## config.mk

```make
export PLATFORM = sky130hd
export DESIGN_NAME = ex_mem_pipe_stage
export DESIGN_NICKNAME = d
export VERILOG_FILES = /design/src/rtl/pipe_pkg.sv /design/src/rtl/pipe_skid_reg.sv /design/src/rtl/ex_mem_pipe_stage.sv
export SDC_FILE = /design/constraint.sdc
export NUM_CORES = 1
export LEC_CHECK = 0
export CORE_ASPECT_RATIO = 1.1
export CORE_UTILIZATION = 51
export DETAILED_ROUTE_END_ITERATION = 12
export PLACE_DENSITY = 0.8
export SETUP_SLACK_MARGIN = 0.15
export SLEW_MARGIN = 25
export SYNTH_ARGS = -nofsm -noshare
export SYNTH_HDL_FRONTEND = slang
export SYNTH_SLANG_ARGS = --single-unit
```

## constraint.sdc

```tcl
create_clock -name clk -period 1.95 [get_ports clk]
set_input_delay 0.2925 -clock clk [delete_from_list [all_inputs] [get_ports clk]]
set_output_delay 0.2925 -clock clk [all_outputs]
set_load 0.03 [all_outputs]
```

## src/rtl/pipe_pkg.sv

```systemverilog
// pipe_pkg: shared control-bit positions, default widths and the EX/MEM payload layout.
package pipe_pkg;
  localparam int CTRL_MEM_READ   = 0;
  localparam int CTRL_MEM_WRITE  = 1;
  localparam int CTRL_MEM_TO_REG = 2;
  localparam int DATA_W = 32;
  localparam int RD_W   = 5;
  localparam int CTRL_W = 3;
  typedef struct packed {
    logic [CTRL_W-1:0] ctrl;
    logic [DATA_W-1:0] alu_result;
    logic [DATA_W-1:0] store_data;
    logic [RD_W-1:0]   rd;
  } ex_mem_payload_t;
endpackage

```

## src/rtl/pipe_skid_reg.sv

```systemverilog
// pipe_skid_reg: 2-entry skid register (main + skid) with registered in_ready and synchronous flush.
module pipe_skid_reg #(
  parameter int WIDTH = 8
) (
  input  logic             clk,
  input  logic             reset,
  input  logic             flush,
  input  logic             in_valid,
  output logic             in_ready,
  input  logic [WIDTH-1:0] in_data,
  output logic             out_valid,
  input  logic             out_ready,
  output logic [WIDTH-1:0] out_data
);
  logic [WIDTH-1:0] skid_data;
  logic skid_valid, accept, advance;
  // in_ready is the stored state; the skid is occupied exactly when it is low
  assign skid_valid = !in_ready;
  assign accept     = in_valid && in_ready;
  assign advance    = !out_valid || out_ready;
  always_ff @(posedge clk or negedge reset) begin
    if (!reset) begin
      out_valid <= 1'b0;
      in_ready  <= 1'b1;
      out_data  <= '0;
      skid_data <= '0;
    end else if (flush) begin
      out_valid <= 1'b0;
      in_ready  <= 1'b1;
    end else if (advance) begin
      if (skid_valid) begin
        out_data  <= skid_data;
        out_valid <= 1'b1;
        in_ready  <= 1'b1;
      end else begin
        out_data  <= accept ? in_data : out_data;
        out_valid <= accept;
      end
    end else if (accept) begin
      skid_data <= in_data;
      in_ready  <= 1'b0;
    end
  end
endmodule

```

## src/rtl/ex_mem_pipe_stage.sv

```systemverilog
// ex_mem_pipe_stage: EX/MEM handshake stage with skid buffer and bubble-gated control.
// Define EX_MEM_STALL_CNT_EN to add the saturating stall_cnt output.
module ex_mem_pipe_stage
  import pipe_pkg::*;
#(
  parameter int DATA_W = pipe_pkg::DATA_W,
  parameter int RD_W   = pipe_pkg::RD_W,
  parameter int CTRL_W = pipe_pkg::CTRL_W
) (
  input  logic              clk,
  input  logic              reset,
  input  logic              flush,
  input  logic              in_valid,
  output logic              in_ready,
  input  logic [CTRL_W-1:0] in_ctrl,
  input  logic [DATA_W-1:0] in_alu_result,
  input  logic [DATA_W-1:0] in_store_data,
  input  logic [RD_W-1:0]   in_rd,
  output logic              out_valid,
  input  logic              out_ready,
  output logic [CTRL_W-1:0] out_ctrl,
  output logic [DATA_W-1:0] out_alu_result,
  output logic [DATA_W-1:0] out_store_data,
  output logic [RD_W-1:0]   out_rd
`ifdef EX_MEM_STALL_CNT_EN
  ,
  output logic [31:0]       stall_cnt
`endif
);
  localparam int W = CTRL_W + 2 * DATA_W + RD_W;
  logic [W-1:0] main_data;
  logic [CTRL_W-1:0] main_ctrl;
  pipe_skid_reg #(.WIDTH(W)) u_skid (
    .clk       (clk),
    .reset     (reset),
    .flush     (flush),
    .in_valid  (in_valid),
    .in_ready  (in_ready),
    .in_data   ({in_ctrl, in_alu_result, in_store_data, in_rd}),
    .out_valid (out_valid),
    .out_ready (out_ready),
    .out_data  (main_data)
  );
  assign {main_ctrl, out_alu_result, out_store_data, out_rd} = main_data;
  // a bubble must never present mem_read/mem_write to the memory stage
  assign out_ctrl = main_ctrl & {CTRL_W{out_valid}};
`ifdef EX_MEM_STALL_CNT_EN
  always_ff @(posedge clk or negedge reset) begin
    if (!reset) stall_cnt <= '0;
    else if (out_valid && !out_ready && ~&stall_cnt) stall_cnt <= stall_cnt + 32'd1;
  end
`endif
endmodule

```

==> flow_summary.json <==
{
  "status": "completed",
  "power_frac_seq_pct": 41.1,
  "seq_area_frac_synth_pct": 53.0,
  "fill_cells": 959,
  "final_area_um2": 8850,
  "die_x_um": 113,
  "port_buffers": 150,
  "hold_class": "input pin to asynchronous set/reset pin",
  "p_leak_nw": 3.83,
  "slew_viol_final": 0,
  "vias_per_cell": 5.23,
  "grt_pass1_vias": 4326,
  "setup.worst_path.end_class": "flop",
  "die_h_um": 124,
  "yosysTopAreaCellShare_pct": 52.6,
  "final_hold_viol_count": 0,
  "synth_cell_types": 15,
  "path_max_fanout": 17,
  "seqCellArea_um2": 3660,
  "fmax_mhz": 560,
  "crit_chain": "nand2_4 > nor3_4 > buf_12 > clkbuf_16 > mux2_1",
  "grt_usage_pct": 20.9,
  "htreeDepth": 4,
  "critPathSlowestCell": "dfstp_4",
  "nNetsFinal": 639,
  "firstDrtPassIters": 6,
  "slowest_delay_ns": 0.68,
  "syn_to_final_growth_pct": 28.3,
  "p_clk_share_pct": 35.7,
  "path_clk_slew_ns": 0.06,
  "wl_um": 13600,
  "worst_setup_path_start_kind": "flop",
  "cts-buffers-inserted": 17,
  "yosys_warnings": 0,
  "yosysTopAreaCell": "dfrtp_1",
  "syn_avg_cell_area_um2": 14.9,
  "dpl_worst_slack_ns": -0.0700,
  "tightest_slew_ns": 0.552,
  "setup_violations": 0,
  "coreArea_um2": 13200,
  "max-cap-violations": 0,
  "ant_nets": 0,
  "dp_hpwl_um": 9060,
  "initial_core_util_pct": 52.2,
  "grt_max_degree": 59,
  "slew_headroom_pct": 63.2,
  "yosys_register_bits": 146,
  "syn_inst": 464,
  "comb_power_share_pct": 23.2,
  "intPower_mw": 7.24,
  "cp_data_arrival_time_ns": 2.08,
  "setup_tns_ns": 0,
  "wl_per_cell_um": 18.5,
  "ir_drop_mv": 0.591,
  "synth_area_um2": 6900,
  "place_inst": 698,
  "synth_area_leaders": "dfrtp_1 (53%), mux2_2 (34%), buf_4 (7.6%), buf_6 (2.3%), mux2_1 (1.6%)",
  "drive_gt1_share_pct": 46.1,
  "dr_total_vias": 3852,
  "syn-num-nets": 541,
  "dieArea_um2": 14000,
  "setup_ws_ns": 0.164,
  "instances_no_fill": 736,
  "grt.overflow.total": 0,
  "finalCritPeriodShare_pct": 91.6,
  "clock-root-buffer": "clkbuf_16",
  "cts_tree": "built",
  "clockBufferDepth": 2,
  "netSwitchingPower_mw": 2.64,
  "num_rows": 44,
  "worstPathRequired_ns": 2.25,
  "antenna_found_initial": 0,
  "fin_skew_ns": 0.00561,
  "switching_share_pct": 26.7,
  "grt_pass1_wl_um": 21900,
  "worstSkewPairLatency_ns": 0.42,
  "fin_crit_ns": 1.79,
  "antenna_cells": 0,
  "cts_sinks": 146,
  "p_per_area_nw_per_um2": 1120,
  "path_class": "flop to flop",
  "rsz0062_at_grt": "true",
  "pin_count": 151,
  "multi_input_area_um2": 2540,
  "gp_congestion": 0.738,
  "drt_iter0_markers": 88,
  "drc": 0,
  "dpl_cell_area_um2": 8080
}
==> cells in the mapped netlist (all sizes together) <==
cell / count
clkbuf: 7
dfrtp: 145
nand2: 1
a21oi: 1
nor2b: 2
and2: 3
dfstp: 1
nand2b: 1
or3: 1
mux2: 216
buf: 84
nor3: 2
==> stage by stage <==
| stage | util, % | power [mW] | hold WS [ns] |
|---|---|---|---|
| after floorplan | - | 5.77 | -0.00309 |
| after global placement | 61.2 | 6.30 | 0.293 |
| after detailed placement | 61.2 | 6.44 | 0.301 |
| after CTS | 66.6 | 10.0 | 0.418 |
| after global routing | 67.0 | 10.3 | 0.471 |
| final | 67.0 | 9.89 | 0.402 |
==> flip-flops by register name (all words and copies together) (netlist names) <==
signal / count
u_skid.in_ready: 1
u_skid.skid_data: 72
u_skid.out_data: 72
u_skid.out_valid: 1
==> layout make-up <==
class	count	area share, %
sequential	146	41.3
clock buffer	20	5.16
multi-input combinational	227	28.7
tap	161	2.28
timing repair buffer	170	20.4
clock inverter	12	2.09
==> what timing repair did <==
| action | 4_1_cts | 5_1_grt |
|---|---|---|
| endpoints found under the setup margin | 102 | 57 |
| gates cloned | 1 | 1 |
| hold buffers | 1 | 0 |
| endpoints found under the hold margin | 52 | 0 |
| gates resized for setup | 8 | 16 |
| setup buffers | 3 | 0 |
==> routing by layer <==
layer  part of all wire (%)  vias up  track usage, %
li1                       -     1753               -
met1                     39     1988            22.9
met2                     55       87            38.9
met3                    3.3       24            4.38
met4                    2.3        0            10.3
met5                      0        -               0
==> critical path, delay by kind of cell (launching register included) <==
kind,cells,cell delay [ns]
muxes,1,0.34
DFF,1,0.68
and+or+nand+nor,2,0.27
buffers and inverters,2,0.37
==> cell usage in the layout (no fill, tap or decap), types with 2 or more instances in the layout <==
cell type	Yosys	layout
clkdlybuf4s15_1	0	2
clkinv_2	0	7
buf_12	0	6
nor3_4	2	2
buf_4	70	11
dlygate4sd2_1	0	3
and2_1	3	3
clkbuf_16	0	18
bufinv_16	0	5
dfrtp_1	145	145
mux2_2	206	206
clkdlybuf4s50_1	0	130
mux2_1	10	10
clkbuf_8	0	2
buf_16	0	2
dlymetal6s2s_1	0	12
==> power by group through the flow <==
stage / logic [mW] / clock network, mW / registers, mW
2_1_floorplan: 1.79 / 0 / 3.98
3_3_place_gp: 2.24 / 0 / 4.06
3_5_place_dp: 2.32 / 0 / 4.12
4_1_cts: 2.33 / 3.60 / 4.08
5_1_grt: 2.43 / 3.72 / 4.16
6_report: 2.29 / 3.53 / 4.06
==> kinds of logic (layout without fill, tap and decap cells) <==
group                  Yosys count  after routing  share of synthesized area, %
AO/OA/AOI/OAI                    1              1                        0.0725
buffers and inverters           91            202                          10.3
flip-flops                     146            146                          53.0
multiplexers                   216            216                          35.3
AND/OR/NAND/NOR                 10             10                          1.38
==> worst paths after layout <==
path                                           start                   end  slack (ns)  cells past startpoint
worst max register to register       u_skid.in_ready  u_skid.skid_data[67]        0.16                      5
worst min-delay path                           reset   u_skid.skid_data[9]        0.40                      2
min in group clk                u_skid.skid_data[66]  u_skid.skid_data[66]        0.48                      1
worst max-delay path                 u_skid.in_ready  u_skid.skid_data[67]        0.16                      5
worst min register to register  u_skid.skid_data[66]  u_skid.skid_data[66]        0.48                      1
max in group asynchronous                      reset       u_skid.in_ready        0.89                      3
No activity file was read; power rests on OpenSTA's default activity.
